--- config.mk ---
export PLATFORM = sky130hd
export DESIGN_NAME = key_filter_array
export DESIGN_NICKNAME = d
export VERILOG_FILES = /design/src/rtl/key_filter_array.sv
export SDC_FILE = /design/constraint.sdc
export NUM_CORES = 1
export LEC_CHECK = 0
export BUFFER_PORTS_ARGS = -buffer_cell sky130_fd_sc_hd__buf_4
export CORE_AREA = 4 4 140 142
export CTS_BUF_LIST = sky130_fd_sc_hd__clkbuf_4 sky130_fd_sc_hd__clkbuf_8
export DETAILED_ROUTE_END_ITERATION = 12
export DIE_AREA = 0 0 144 146
export HOLD_SLACK_MARGIN = 0.03
export PLACE_DENSITY = 0.54
export RECOVER_POWER = 50
export SYNTH_ARGS = -nofsm -noshare
export SYNTH_HDL_FRONTEND = slang
export SYNTH_SLANG_ARGS = --single-unit
--- constraint.sdc ---
create_clock -name clk_in -period 3.21 [get_ports clk_in]
set_input_delay 0 -clock clk_in [delete_from_list [all_inputs] [get_ports clk_in]]
set_output_delay 0 -clock clk_in [all_outputs]
set_load 0.02 [all_outputs]
--- src/rtl/key_filter_array.sv ---
`default_nettype none
// ============================================================================
// key_filter_array: N_CH-channel key debouncer (2-FF sync, press/release
// qualification, one-shot long-press).                       Revision 1.0
// ============================================================================
module key_filter_array #(
    parameter int N_CH     = 4,
    parameter int ACT_LOW  = 1,
    parameter int DEB_CNT  = 256,
    parameter int LONG_CNT = 50000
) (
    input  logic            clk_in,
    input  logic            rst_n,
    input  logic            filt_en,
    input  logic [N_CH-1:0] key_in,
    output logic [N_CH-1:0] key_level,
    output logic [N_CH-1:0] key_press,
    output logic [N_CH-1:0] key_release,
    output logic [N_CH-1:0] key_long,
    output logic            any_held
);
    localparam int CNT_W  = $clog2(DEB_CNT + 1);
    localparam int LCNT_W = (LONG_CNT > 0) ? $clog2(LONG_CNT + 1) : 1;
    localparam logic [CNT_W-1:0] DEB_LAST  = CNT_W'(DEB_CNT - 1);
    localparam logic [N_CH-1:0]  SYNC_INIT = {N_CH{(ACT_LOW != 0)}};

    typedef enum logic [1:0] {
        IDLE        = 2'd0,
        PRESS_CHK   = 2'd1,
        PRESSED     = 2'd2,
        RELEASE_CHK = 2'd3
    } state_t;

    logic [N_CH-1:0] sync_ff1;
    logic [N_CH-1:0] sync_ff2;
    logic [N_CH-1:0] active;

    // Synchroniser resets to the idle key level so no false edge follows reset.
    always_ff @(posedge clk_in or negedge rst_n) begin
        if (!rst_n) begin
            sync_ff1 <= SYNC_INIT;
            sync_ff2 <= SYNC_INIT;
        end else begin
            sync_ff1 <= key_in;
            sync_ff2 <= sync_ff1;
        end
    end

    assign active = (ACT_LOW != 0) ? ~sync_ff2 : sync_ff2;

    always_ff @(posedge clk_in or negedge rst_n) begin
        if (!rst_n) begin
            any_held <= 1'b0;
        end else begin
            any_held <= |key_level;
        end
    end

    for (genvar i = 0; i < N_CH; i++) begin : g_ch
        state_t           state;
        state_t           state_nxt;
        logic [CNT_W-1:0] cnt;
        logic [CNT_W-1:0] cnt_nxt;
        logic             level;
        logic             level_nxt;
        logic             press;
        logic             press_nxt;
        logic             rel;
        logic             rel_nxt;
        logic             lcnt_clr;
        logic             lcnt_adv;

        always_ff @(posedge clk_in or negedge rst_n) begin
            if (!rst_n) begin
                state <= IDLE;
                cnt   <= '0;
                level <= 1'b0;
                press <= 1'b0;
                rel   <= 1'b0;
            end else begin
                state <= state_nxt;
                cnt   <= cnt_nxt;
                level <= level_nxt;
                press <= press_nxt;
                rel   <= rel_nxt;
            end
        end

        always_comb begin
            state_nxt = state;
            cnt_nxt   = cnt;
            level_nxt = level;
            press_nxt = 1'b0;
            rel_nxt   = 1'b0;
            lcnt_clr  = 1'b0;
            lcnt_adv  = 1'b0;
            if (!filt_en) begin
                // Disable drops the key silently: no release pulse.
                state_nxt = IDLE;
                cnt_nxt   = '0;
                level_nxt = 1'b0;
                lcnt_clr  = 1'b1;
            end else begin
                case (state)
                    IDLE: begin
                        if (active[i]) begin
                            state_nxt = PRESS_CHK;
                            cnt_nxt   = CNT_W'(1);
                        end else begin
                            cnt_nxt = '0;
                        end
                    end
                    PRESS_CHK: begin
                        if (!active[i]) begin
                            state_nxt = IDLE;
                            cnt_nxt   = '0;
                        end else if (cnt == DEB_LAST) begin
                            state_nxt = PRESSED;
                            cnt_nxt   = '0;
                            level_nxt = 1'b1;
                            press_nxt = 1'b1;
                            lcnt_clr  = 1'b1;
                        end else begin
                            cnt_nxt = cnt + CNT_W'(1);
                        end
                    end
                    PRESSED: begin
                        if (!active[i]) begin
                            state_nxt = RELEASE_CHK;
                            cnt_nxt   = CNT_W'(1);
                        end else begin
                            lcnt_adv = 1'b1;
                        end
                    end
                    RELEASE_CHK: begin
                        // A release glitch keeps the long-press timer running.
                        lcnt_adv = 1'b1;
                        if (active[i]) begin
                            state_nxt = PRESSED;
                            cnt_nxt   = '0;
                        end else if (cnt == DEB_LAST) begin
                            state_nxt = IDLE;
                            cnt_nxt   = '0;
                            level_nxt = 1'b0;
                            rel_nxt   = 1'b1;
                        end else begin
                            cnt_nxt = cnt + CNT_W'(1);
                        end
                    end
                    default: begin
                        state_nxt = IDLE;
                        cnt_nxt   = '0;
                        level_nxt = 1'b0;
                    end
                endcase
            end
        end

        assign key_level[i]   = level;
        assign key_press[i]   = press;
        assign key_release[i] = rel;

        if (LONG_CNT > 0) begin : g_long
            localparam logic [LCNT_W-1:0] LCNT_MAX  = LCNT_W'(LONG_CNT);
            localparam logic [LCNT_W-1:0] LCNT_FIRE = LCNT_W'(LONG_CNT - 1);
            logic [LCNT_W-1:0] lcnt;
            logic              long_done;
            logic              long_q;

            always_ff @(posedge clk_in or negedge rst_n) begin
                if (!rst_n) begin
                    lcnt      <= '0;
                    long_done <= 1'b0;
                    long_q    <= 1'b0;
                end else begin
                    long_q <= 1'b0;
                    if (lcnt_clr) begin
                        lcnt      <= '0;
                        long_done <= 1'b0;
                    end else if (lcnt_adv) begin
                        if (lcnt != LCNT_MAX) begin
                            lcnt <= lcnt + LCNT_W'(1);
                        end
                        if ((lcnt == LCNT_FIRE) && !long_done) begin
                            long_q    <= 1'b1;
                            long_done <= 1'b1;
                        end
                    end
                end
            end

            assign key_long[i] = long_q;
        end else begin : g_no_long
            assign key_long[i] = 1'b0;
        end
    end

endmodule
`default_nettype wire
# Yosys cells after proc, flatten, opt, wreduce, memory -nomap -nowiden
# Cells that the tools add are included.
# totals
ff_bits,137
latchBits,0
mem_bits_rw,0
mem_bits_ro,0
in_bits,7
output_inout_bits,17
word_cells,309
memories,0
# classes
n_addsub,8
mul,0
div_mod_pow,0
n_lt_le_gt_ge,0
eq_ne,60
n_shift,0
muxes,164
bitwise_logic,1
reduce_logical,41
# ops
operator,n
$mux 16,12
$mux 9,20
$pmux 9 s4,4
$mux 1,88
$ne 3x3->1 const B,24
$add 16x1->16 const B,4
$eq 16x16->1 const B,4
$ne 16x16->1 const B,4
$mux 2,28
$add 9x1->9 const B,4
$eq 9x8->1 const B,4
$ne 4x4->1 const B,8
$pmux 2 s4,4
$reduce_bool 2->1,12
$reduce_and 5->1,4
$eq 2x2->1 const B,8
$pmux 1 s2,8
$reduce_and 2->1,8
$reduce_and 4->1,4
$ne 3x1->1 const B,4
$eq 2x1->1 const B,4
$logic_not 2->1,4
$logic_and 1x1->1,4
$logic_not 1->1,4
other kinds (2),2

# Depth between registers and ports, before layout
# Gate-level depths: netlist of run 1.
# depth
word_depth,7
mapped_depth,7
ltp_nobuf,6

# Worst setup path before layout of run 1
# OpenSTA, ideal clock, no wires.
# synth_path
path_type,register to register
startpoint,register sync_ff2[1]
endpoint,register g_ch[1].g_long.lcnt[12]
setup_time_ns,0.078
arrival_ns,1.772
t_required_ns,3.132
path_slack_ns,1.360
stages_incl_launch_ff,7
n_path_buf,2
synth_period_minus_slack_ns,1.850
path_cell_list,dfstp_2 buf_4 and2b_4 or3_1 buf_6 or4_1 a21oi_1
# synth_between
elab_chain_len,6
word_cells_on_any_way,11
cone_classes,mux: 7; bitwise: 1; reduce/logical: 3
# synth_lines
element,line,source
from (decl),35,logic [N_CH-1:0] sync_ff2;
from (signal assigned),45,sync_ff2 <= sync_ff1;
$not 4->4 *,49,assign active = (ACT_LOW != 0) ? ~sync_ff2 : sync_ff2;
$mux 1 (on tied branches),"128, 114",
$pmux 1 s2 or $mux 1 (tied branches),104,case (state)
$mux 1,97,if (!filt_en) begin
$reduce_bool 2->1 (no line),-,
$reduce_and 2->1 (no line),-,
to (signal assigned),182,lcnt <= lcnt + LCNT_W'(1);
to (decl),166,logic [LCNT_W-1:0] lcnt;
# Every way passes the cells marked *; elsewhere a longest branch is shown, timed or not.
# A chain may end at the register's enable or synchronous reset.

# Final worst setup path of run 1
# layout_path
startpoint,register g_ch[1].state[0]
endpoint,register g_ch[1].g_long.lcnt[12]
# layout_between
elab_chain_len,5
word_cells_on_any_way,11
cone_classes,eq/ne: 3; mux: 5; reduce/logical: 3
# layout_lines
element,line,source
from (decl),60,state_t state;
from (signal assigned),81,state <= state_nxt;
$eq 2x2->1 or $eq 2x1->1 (tied branches),104,
$pmux 1 s2 or $mux 1 (tied branches),104,
$mux 1,97,
$reduce_bool 2->1 (no line),-,
$reduce_and 2->1 (no line),-,
# Several ways; a longest one is shown, not always the timed one.

==> flow_metrics.env, run 1 <==
export IMPL_postCtsSetupRepairBufs=0
export IMPL_worstSetupPathType="flip-flop to flip-flop"
export IMPL_power_frac_clock_pct=43.7
export IMPL_wl_microns=15200
export IMPL_grt_pass1_vias=5516
export IMPL_area_delta_synth_final_pct=9.26
export IMPL_synth_edff_count=0
export IMPL_drtPass1Iterations=5
export IMPL_layout_nets=780
export IMPL_wl_per_cell_microns=15.1
export IMPL_fin_hold_ws_ps=216
export IMPL_cts_tree="yes"
export IMPL_fin_setup_tns_ps=0
export IMPL_layout_worst_path_cycle_share_pct=66.2
export IMPL_async_flop_share_pct=100
export IMPL_tightest_slew_ps=1810
export IMPL_setup_slack_ps=1080
export IMPL_hold_violations=0
export IMPL_grt_usage_pct=15.2
export IMPL_max_cap_viol_count=1
export IMPL_hpwl_microns=10300
export IMPL_dp_worst_setup_slack_ps=1110
export IMPL_die_h_microns=146
export IMPL_gp_congestion=0.814
export IMPL_rsz0062_at_grt="false"
export IMPL_antenna_cells=0
export IMPL_start_util_pct=39.2
export IMPL_synth_area_sq_mm=0.00723
export IMPL_clk_latency_ps=440
export IMPL_arrival_ps=2490
export IMPL_cp_max_fo=15
export IMPL_p_switching_uw=818
export IMPL_synth_top_cell_area_share_pct=44.6
export IMPL_syn_inst=760
export IMPL_cts_buffers=17
export IMPL_cts_num_sinks=137
export IMPL_crit_chain="and2b_4 -> or3_1 -> or4_1 -> a21oi_1"
export IMPL_htreeDepth=4
export IMPL_ys_seq_elements=137
export IMPL_violations="max-capacitance violations, max-slew violations"
export IMPL_hp_class="input port to flip-flop"
export IMPL_synthTopCellsByArea="dfrtp_1 45%, nor2_1 3.7%, a21oi_1 3.5%"
export IMPL_internal_power_mw=2.63
export IMPL_synth_commonest_cells="129 x dfrtp_1, 72 x nor2_1, 51 x a21oi_1"
export IMPL_totalPowerFinal_mw=3.44
export IMPL_powerDensity_mw_per_mm2=436
export IMPL_p_leak_nw=3.14
export IMPL_seq_power_share_pct=51.7
export IMPL_synth_most_common_cell="dfrtp_1"
export IMPL_antenna_found_initial=0
export IMPL_max_freq_ghz=0.470
export IMPL_clk_pin_slew_ps=80
export IMPL_finClkSkew_ps=10.3
export IMPL_yosys_warnings=0
export IMPL_final_max_slew_violation_count=69
export IMPL_drc=0
export IMPL_ios=24
export IMPL_period_minus_slack_ps=2130
export IMPL_slew_headroom_pct=-20.7
export IMPL_worst_setup_path_end_kind="flip-flop"
export IMPL_synth_flop_cell="dfrtp_1"
export IMPL_first_iter_violations=309
export IMPL_grt_pass1_wl_microns=26500
export IMPL_root_buffer="clkbuf_8"
export IMPL_grt_max_degree=70
export IMPL_drive_gt1_share_pct=9.30
export IMPL_ir_drop_mv=0.260
export IMPL_syn_avg_cell_area_sq_um=9.51
export IMPL_critical_path_slowest_cell="dfrtp_1"
export IMPL_vias=5650
export IMPL_cts_buffer_depth=2
export IMPL_synth_fp_nets=779
export IMPL_cp_required_ps=3570
export IMPL_utilization_pct=42.8
export IMPL_grt_overflow_total=0
export IMPL_critPathLaunchType="flip-flop"
export IMPL_num_rows=50
export IMPL_seq_area_frac_synth_pct=47.6
export IMPL_status="finished with violations"
export IMPL_avgViaCountPerCell=5.61
export IMPL_yosys_area_top_type="dfrtp_1"
export IMPL_swShare_pct=23.7
export IMPL_setup_viol=0
export IMPL_core_area_sq_mm=0.0185
export IMPL_comb_power_share_pct=4.6
export IMPL_antenna_left=0
export IMPL_portBuffers=23
export IMPL_die_x_microns=144
export IMPL_max_stage_delay_ps=580
export IMPL_yosysUniqueCellTypes=60
export IMPL_die_area_sq_mm=0.0210
-- layout by cell type, fill, tap and decap left out, types with 8 or more instances in the layout --
cell and count:
or4_1 21, nand2b_1 9, or3_1 18, a21oi_1 51
and4_1 13, nand3_1 49, a211oi_1 8, dfstp_2 8
and3_1 15, buf_4 8, clkbuf_8 20, xnor2_1 27
inv_1 25, nor3_1 22, nand4_1 30, dfrtp_1 129
clkbuf_1 13, nand2_1 44, ha_1 12, o31ai_1 19
nor4_1 12, xor2_1 13, nor2_1 72, nor4bb_1 11
o21ai_0 25
-- power by group through the flow --
stage          Combinational (mW)  Sequential [mW]  Clock [mW]
4_1_cts                     0.168             1.78        1.56
3_5_place_dp                0.162             1.81           0
5_1_grt                     0.182             1.79        1.63
3_3_place_gp                0.159             1.81           0
6_report                    0.158             1.78        1.50
2_1_floorplan              0.0954             1.80           0
-- sequential cells by signal, indices dropped and copies added (netlist names) --
signal and count:
g_ch.state 8, g_ch.g_long.long_q 4, any_held 1, g_ch.g_long.long_done 4
sync_ff1 4, g_ch.g_long.lcnt 64, g_ch.rel 4, g_ch.level 4
sync_ff2 4, g_ch.cnt 36, g_ch.press 4
-- kinds of logic (layout without fill, tap and decap cells) --
kind of cell	count (synthesis)	after routing	share of synthesized area [%]
XOR/XNOR	40	40	4.85
buffers and inverters	76	90	5.04
AO/OA/AOI/OAI	135	135	11.9
flip-flops	137	137	47.6
multiplexers	8	8	1.12
AND/OR/NAND/NOR	352	352	27.5
adder cells (fa/ha/maj)	12	12	2.08
-- metrics by stage --
stage,std cells,cell area (sq um)
2_1_floorplan,760,7230
3_3_place_gp,970,7470
3_5_place_dp,970,7470
4_1_cts,1008,7960
5_1_grt,1008,7900
6_report,1008,7900
-- final timing paths --
| path | end | from | cells after the start | slack (ps) |
|---|---|---|---|---|
| max reg2reg | g_ch[1].g_long.lcnt[12] | g_ch[1].state[0] | 4 | 1080 |
| max in group asynchronous | sync_ff2[2] | rst_n | 3 | 1460 |
| max | g_ch[1].g_long.lcnt[12] | g_ch[1].state[0] | 4 | 1080 |
| min | sync_ff1[1] | key_in[1] | 2 | 220 |
| min in group asynchronous | g_ch[3].g_long.lcnt[13] | rst_n | 2 | 560 |
| min reg2reg | sync_ff2[2] | sync_ff1[2] | 0 | 360 |
-- metal layers --
layer	up-vias	routed length [microns]	GRT usage [%]
met1	2785	7440	20.8
met4	0	123	4.05
met2	66	7180	23.8
li1	2789	-	-
met3	10	505	3.88
met5	-	0	0
-- critical path, delay by kind of cell, from the launching register on --
kind	cells	cell delay, ps
AND/OR/NAND/NOR	3	1320
flip-flops	1	580
AO/OA/AOI/OAI	1	150
-- cell type report --
class                   count  area [sq um]
well taps                 234           293
multi-input cells         547          3430
repair buffers             33           224
clock buffers              20           275
fillers                  1794         10600
inverters                  25          93.8
flip-flops and latches    137          3440
clock inverters            12           148
-- what timing repair did --
item,in CTS,in global routing
hold buffers,6,0
gates resized for setup,0,0
hold endpoints to repair,81,0
No activity file was read; power rests on OpenSTA's default activity.
==> inputs of run 2 (changes only) <==
--- a/config.mk
+++ b/config.mk
@@ -11,7 +11,7 @@
 export DETAILED_ROUTE_END_ITERATION = 12
 export DIE_AREA = 0 0 144 146
 export HOLD_SLACK_MARGIN = 0.03
-export PLACE_DENSITY = 0.54
+export PLACE_DENSITY = 0.56
 export RECOVER_POWER = 50
 export SYNTH_ARGS = -nofsm -noshare
 export SYNTH_HDL_FRONTEND = slang
==> constraint.sdc (replaced) <==
create_clock -name clk_in -period 1.9 [get_ports clk_in]
set_input_delay 0 -clock clk_in [delete_from_list [all_inputs] [get_ports clk_in]]
set_output_delay 0 -clock clk_in [all_outputs]
set_load 0.02 [all_outputs]
==> flow_metrics.env, run 2 (same netlist as run 1, synthesis figures left out) <==
export IMPL_status="completed"
export IMPL_drtPass1Iterations=4
export IMPL_grt_pass1_wl_microns=27700
export IMPL_core_area_sq_mm=0.0185
export IMPL_regMostFlops="g_ch.g_long.lcnt"
export IMPL_largest_reg_flops=64
export IMPL_max_cap_viol_count=0
export IMPL_avgViaCountPerCell=5.61
export IMPL_placed_cells=999
export IMPL_r2r_setup_slack_ps=90
export IMPL_root_buffer="clkbuf_8"
export IMPL_ir_drop_mv=0.386
export IMPL_final_cell_mix="129 x dfrtp_1, 72 x nor2_1, 51 x a21oi_1"
export IMPL_start_util_pct=39.2
export IMPL_totalPowerFinal_mw=5.87
export IMPL_grt_pass1_vias=5884
export IMPL_cts_num_sinks=137
export IMPL_vias=5820
export IMPL_htreeDepth=4
export IMPL_hold_violations=0
export IMPL_wl_per_cell_microns=15.3
export IMPL_cts_buffers=17
export IMPL_layout_cells_non_filler=1037
export IMPL_first_iter_violations=224
export IMPL_grt_overflow_total=0
export IMPL_clk_pin_slew_ps=70
export IMPL_hpwl_microns=11100
export IMPL_powerDensity_mw_per_mm2=718
export IMPL_layout_worst_path_cycle_share_pct=95.5
export IMPL_grt_max_degree=53
export IMPL_tightest_slew_ps=1380
export IMPL_r2r_start="g_ch[0].g_long.lcnt[0]"
export IMPL_rsz0062_at_grt="false"
export IMPL_final_max_slew_violation_count=0
export IMPL_worstSetupEndpoint="g_ch[0].g_long.lcnt[6]"
export IMPL_reg_largest_list="g_ch.g_long.lcnt x64, g_ch.cnt x36, g_ch.state x8"
export IMPL_critPathLaunch="g_ch[0].g_long.lcnt[0]"
export IMPL_ios=24
export IMPL_final_common_cell="dfrtp_1"
export IMPL_die_x_microns=144
export IMPL_portBuffers=23
export IMPL_drc=0
export IMPL_slew_headroom_pct=7.94
export IMPL_hp_class="input port to flip-flop"
export IMPL_gp_congestion=0.838
export IMPL_setup_viol=0
export IMPL_period_minus_slack_ps=1810
export IMPL_fin_setup_tns_ps=0
export IMPL_area_delta_synth_final_pct=13.2
export IMPL_die_h_microns=146
export IMPL_cp_max_fo=9
export IMPL_cts_buffer_depth=2
export IMPL_cp_required_ps=2260
export IMPL_arrival_ps=2180
export IMPL_layout_nets=809
export IMPL_antenna_left=0
export IMPL_p_leak_nw=3.35
export IMPL_die_area_sq_mm=0.0210
export IMPL_worstSetupPathType="flip-flop to flip-flop"
export IMPL_wl_microns=15800
export IMPL_drive_gt1_share_pct=14.6
export IMPL_fin_hold_ws_ps=206
export IMPL_antenna_cells=0
export IMPL_fillCellCount=1753
export IMPL_reg2reg_depth=6
export IMPL_antenna_found_initial=0
export IMPL_cts_tree="yes"
export IMPL_finClkSkew_ps=9.09
export IMPL_clk_latency_ps=450
export IMPL_grt_usage_pct=16.0
export IMPL_worst_setup_path_end_kind="flip-flop"
export IMPL_postCtsSetupRepairBufs=0
export IMPL_critPathLaunchType="flip-flop"
export IMPL_max_freq_ghz=0.551
export IMPL_utilization_pct=44.3
export IMPL_num_rows=50
export IMPL_r2r_end="g_ch[0].g_long.lcnt[6]"
[run 2: cell count changes in the layout (fill, tap and decap cells not counted), sizes merged]
cell / delta
clkinvlp: -1
buf: +42
clkbuf: -9
clkinv: -3
[run 2: metrics by stage]
stage,worst slack (ps),instance area (sq um)
4_1_cts,41.2,8190
6_report,85.0,8180
3_3_place_gp,120,7700
2_1_floorplan,50.2,7230
5_1_grt,0.505,8180
3_5_place_dp,64.8,7700
[run 2: area by class of cell]
| cell class | count | area (sq um) | area share [%] |
|---|---|---|---|
| Multi-Input combinational cell | 547 | 3440 | 42.0 |
| Inverter | 25 | 93.8 | 1.15 |
| Tap cell | 234 | 293 | 3.58 |
| Sequential cell | 137 | 3440 | 42.0 |
| Clock inverter | 8 | 118 | 1.44 |
| Timing Repair Buffer | 62 | 494 | 6.04 |
| Clock buffer | 24 | 305 | 3.73 |
[run 2: how the worst min path moves through the flow]
stage	slack, ps	start	cells after the start	endpoint
CTS	50	rst_n	2	g_ch[3].g_long.lcnt[13]
detailed placement	-9	rst_n	1	g_ch[3].g_long.lcnt[11]
global route	190	key_in[2]	2	sync_ff1[2]
floorplan	-300	rst_n	0	any_held
global placement	-10	rst_n	1	g_ch[3].g_long.lcnt[13]
finish	210	key_in[2]	2	sync_ff1[2]
[run 2: timing repair]
item | CTS | global route
gates resized for setup | 0 | 4
setup endpoints to repair | 0 | 11
hold buffers | 6 | 0
hold endpoints to repair | 147 | 0
[run 2: routing by layer]
metal	global-route usage, %	part of all wire, %	vias to the layer above
met2	26.5	50	74
met4	5.46	1.3	0
met1	20.6	47	2890
met3	3.45	2.5	17
met5	0	0	-
li1	-	-	2839
[run 2: power by group]
group / total, mW / switching (mW) / internal, mW / leakage (nW)
combinational: 0.305 / 0.195 / 0.110 / 1.26
sequential: 3.01 / 0.0479 / 2.96 / 1.87
clock: 2.56 / 1.11 / 1.45 / 0.220
total: 5.87 / 1.35 / 4.52 / 3.35
[run 2: critical path: stages, from the launching register on]
cell and delay (ps):
dfrtp_1 410, inv_1 90, ha_1 200, nor4bb_1 150, and4_4 230, or4_1 480
a21oi_1 170
==> inputs of run 3 (changes only) <==
--- a/config.mk
+++ b/config.mk
@@ -8,10 +8,11 @@
 export BUFFER_PORTS_ARGS = -buffer_cell sky130_fd_sc_hd__buf_4
 export CORE_AREA = 4 4 140 142
 export CTS_BUF_LIST = sky130_fd_sc_hd__clkbuf_4 sky130_fd_sc_hd__clkbuf_8
+export CTS_CLUSTER_SIZE = 16
 export DETAILED_ROUTE_END_ITERATION = 12
 export DIE_AREA = 0 0 144 146
 export HOLD_SLACK_MARGIN = 0.03
-export PLACE_DENSITY = 0.56
+export PLACE_DENSITY = 0.59
 export RECOVER_POWER = 50
 export SYNTH_ARGS = -nofsm -noshare
 export SYNTH_HDL_FRONTEND = slang
==> flow_metrics.env, run 3 (same netlist as run 1, synthesis figures left out) <==
export IMPL_powerDensity_mw_per_mm2=721
export IMPL_grt_pass1_vias=5734
export IMPL_die_x_microns=144
export IMPL_drtPass1Iterations=4
export IMPL_slew_headroom_pct=2.12
export IMPL_status="completed"
export IMPL_p_leak_nw=3.38
export IMPL_postPlaceCellArea_sq_mm=0.00772
export IMPL_antenna_cells=0
export IMPL_start_util_pct=39.2
export IMPL_clk_pin_slew_ps=80
export IMPL_grt_pass1_wl_microns=27200
export IMPL_vias=5822
export IMPL_reg_largest_list="g_ch.g_long.lcnt x64, g_ch.cnt x36, g_ch.state x8"
export IMPL_drive_gt1_share_pct=16.2
export IMPL_num_rows=50
export IMPL_grt_busiest_layer="met2"
export IMPL_portBuffers=23
export IMPL_cp_max_fo=4
export IMPL_arrival_ps=2150
export IMPL_max_freq_ghz=0.549
export IMPL_core_area_sq_mm=0.0185
export IMPL_finClkSkew_ps=10.5
export IMPL_drc=0
export IMPL_utilization_pct=44.8
export IMPL_layout_cells_non_filler=1042
export IMPL_cts_buffers=17
export IMPL_gp_congestion=0.841
export IMPL_grt_use_met2_pct=24.8
export IMPL_wl_per_cell_microns=15.1
export IMPL_cts_buffer_depth=2
export IMPL_area_delta_synth_final_pct=14.4
export IMPL_grt_usage_pct=15.5
export IMPL_die_h_microns=146
export IMPL_hold_violations=0
export IMPL_layout_nets=814
export IMPL_crit_chain="buf_4 -> inv_1 -> ha_1 -> nor4bb_1 -> nand4_1 -> nand2_1 -> mux2_2"
export IMPL_swShare_pct=23.2
export IMPL_worstSetupPathType="flip-flop to flip-flop"
export IMPL_ios=24
export IMPL_antenna_found_initial=0
export IMPL_critPathLaunchType="flip-flop"
export IMPL_clk_latency_ps=440
export IMPL_cts_tree="yes"
export IMPL_worst_setup_path_end_kind="flip-flop"
export IMPL_avgViaCountPerCell=5.59
export IMPL_hp_class="input port to flip-flop"
export IMPL_regMostFlops="g_ch.g_long.lcnt"
export IMPL_cp_required_ps=2230
export IMPL_final_max_slew_violation_count=0
export IMPL_final_cell_mix="128 x dfrtp_1, 72 x nor2_1, 50 x buf_4"
export IMPL_setup_viol=0
export IMPL_power_frac_clock_pct=44.4
export IMPL_layout_worst_path_cycle_share_pct=95.8
export IMPL_root_buffer="clkbuf_8"
export IMPL_hpwl_microns=10900
export IMPL_placed_cells=1002
export IMPL_use_met3_pct=4.04
export IMPL_wl_microns=15700
export IMPL_max_cap_viol_count=0
export IMPL_comb_power_share_pct=5.2
export IMPL_ir_drop_mv=0.404
export IMPL_max_stage_delay_ps=410
export IMPL_period_minus_slack_ps=1820
export IMPL_critical_path_slowest_cell="dfrtp_1"
export IMPL_tightest_slew_ps=1470
export IMPL_grt_overflow_total=0
export IMPL_seq_power_share_pct=50.4
export IMPL_internal_power_mw=4.58
export IMPL_grt_max_degree=58
export IMPL_grt_util_met1_pct=20.8
export IMPL_die_area_sq_mm=0.0210
export IMPL_p_switching_mw=1.38
export IMPL_totalPowerFinal_mw=5.97
export IMPL_htreeDepth=4
export IMPL_cts_num_sinks=137
export IMPL_antenna_left=0
export IMPL_largest_reg_flops=64
export IMPL_first_iter_violations=348
export IMPL_fin_area_sq_mm=0.00827
export IMPL_final_common_cell="dfrtp_1"
-- run 3: worst max-delay path: cells and delay by family, from the launching register on --
kind          cells  cell delay (ps)
simple gates      3              630
fa+ha+maj         1              140
buf+inv           2              210
flops             1              410
mux               1              340
-- run 3: power groups by stage --
stage                     sequential [mW]  combinational [mW]  clock, mW
after floorplan                      3.04               0.161          0
after global placement               3.06               0.307          0
after detailed placement             3.06               0.310          0
after CTS                            3.00               0.322       2.74
after global routing                 3.01               0.352       2.85
final                                3.00               0.313       2.65
-- run 3: timing repair --
| action | in CTS | in global routing |
|---|---|---|
| endpoints found under the setup margin | 0 | 15 |
| gates resized for setup | 0 | 14 |
| hold endpoints to repair | 150 | 0 |
| hold buffers | 6 | 0 |
| setup buffers | 0 | 2 |
-- run 3: worst paths after layout --
kind / from / end / slack (ps) / cells past startpoint
worst max register to register: g_ch[1].g_long.lcnt[0] / g_ch[1].g_long.lcnt[1] / 80 / 7
worst min-delay path: key_in[2] / sync_ff1[2] / 220 / 2
worst min register to register: sync_ff1[0] / sync_ff2[0] / 360 / 0
min in group asynchronous: rst_n / g_ch[0].g_long.lcnt[5] / 460 / 2
max in group asynchronous: rst_n / g_ch[1].g_long.lcnt[5] / 350 / 3
worst max-delay path: g_ch[1].g_long.lcnt[0] / g_ch[1].g_long.lcnt[1] / 80 / 7
-- run 3: layer usage --
metal | wire (microns) | part of all wire, % | vias to the layer above
li1 | - | - | 2847
met3 | 564 | 3.6 | 14
met5 | 0 | 0 | -
met1 | 7270 | 46 | 2869
met4 | 163 | 1.0 | 0
met2 | 7700 | 49 | 92
-- run 3: layout make-up --
| type | instances | area, sq um |
|---|---|---|
| fill | 1729 | 10200 |
| clock buffer | 21 | 270 |
| timing repair buffer | 67 | 531 |
| inverter | 25 | 93.8 |
| clock inverter | 11 | 171 |
| multi-input combinational | 547 | 3470 |
| sequential | 137 | 3440 |
| tap | 234 | 293 |
-- run 3: through the flow --
stage / setup TNS, ps / hold WS, ps / setup WS, ps
CTS: 0 / 91.6 / 34.1
finish: 0 / 217 / 79.6
global placement: 0 / -0.460 / 115
detailed placement: 0 / 9.38 / 39.4
global route: -4.46 / 189 / -4.46
floorplan: 0 / -296 / 50.2
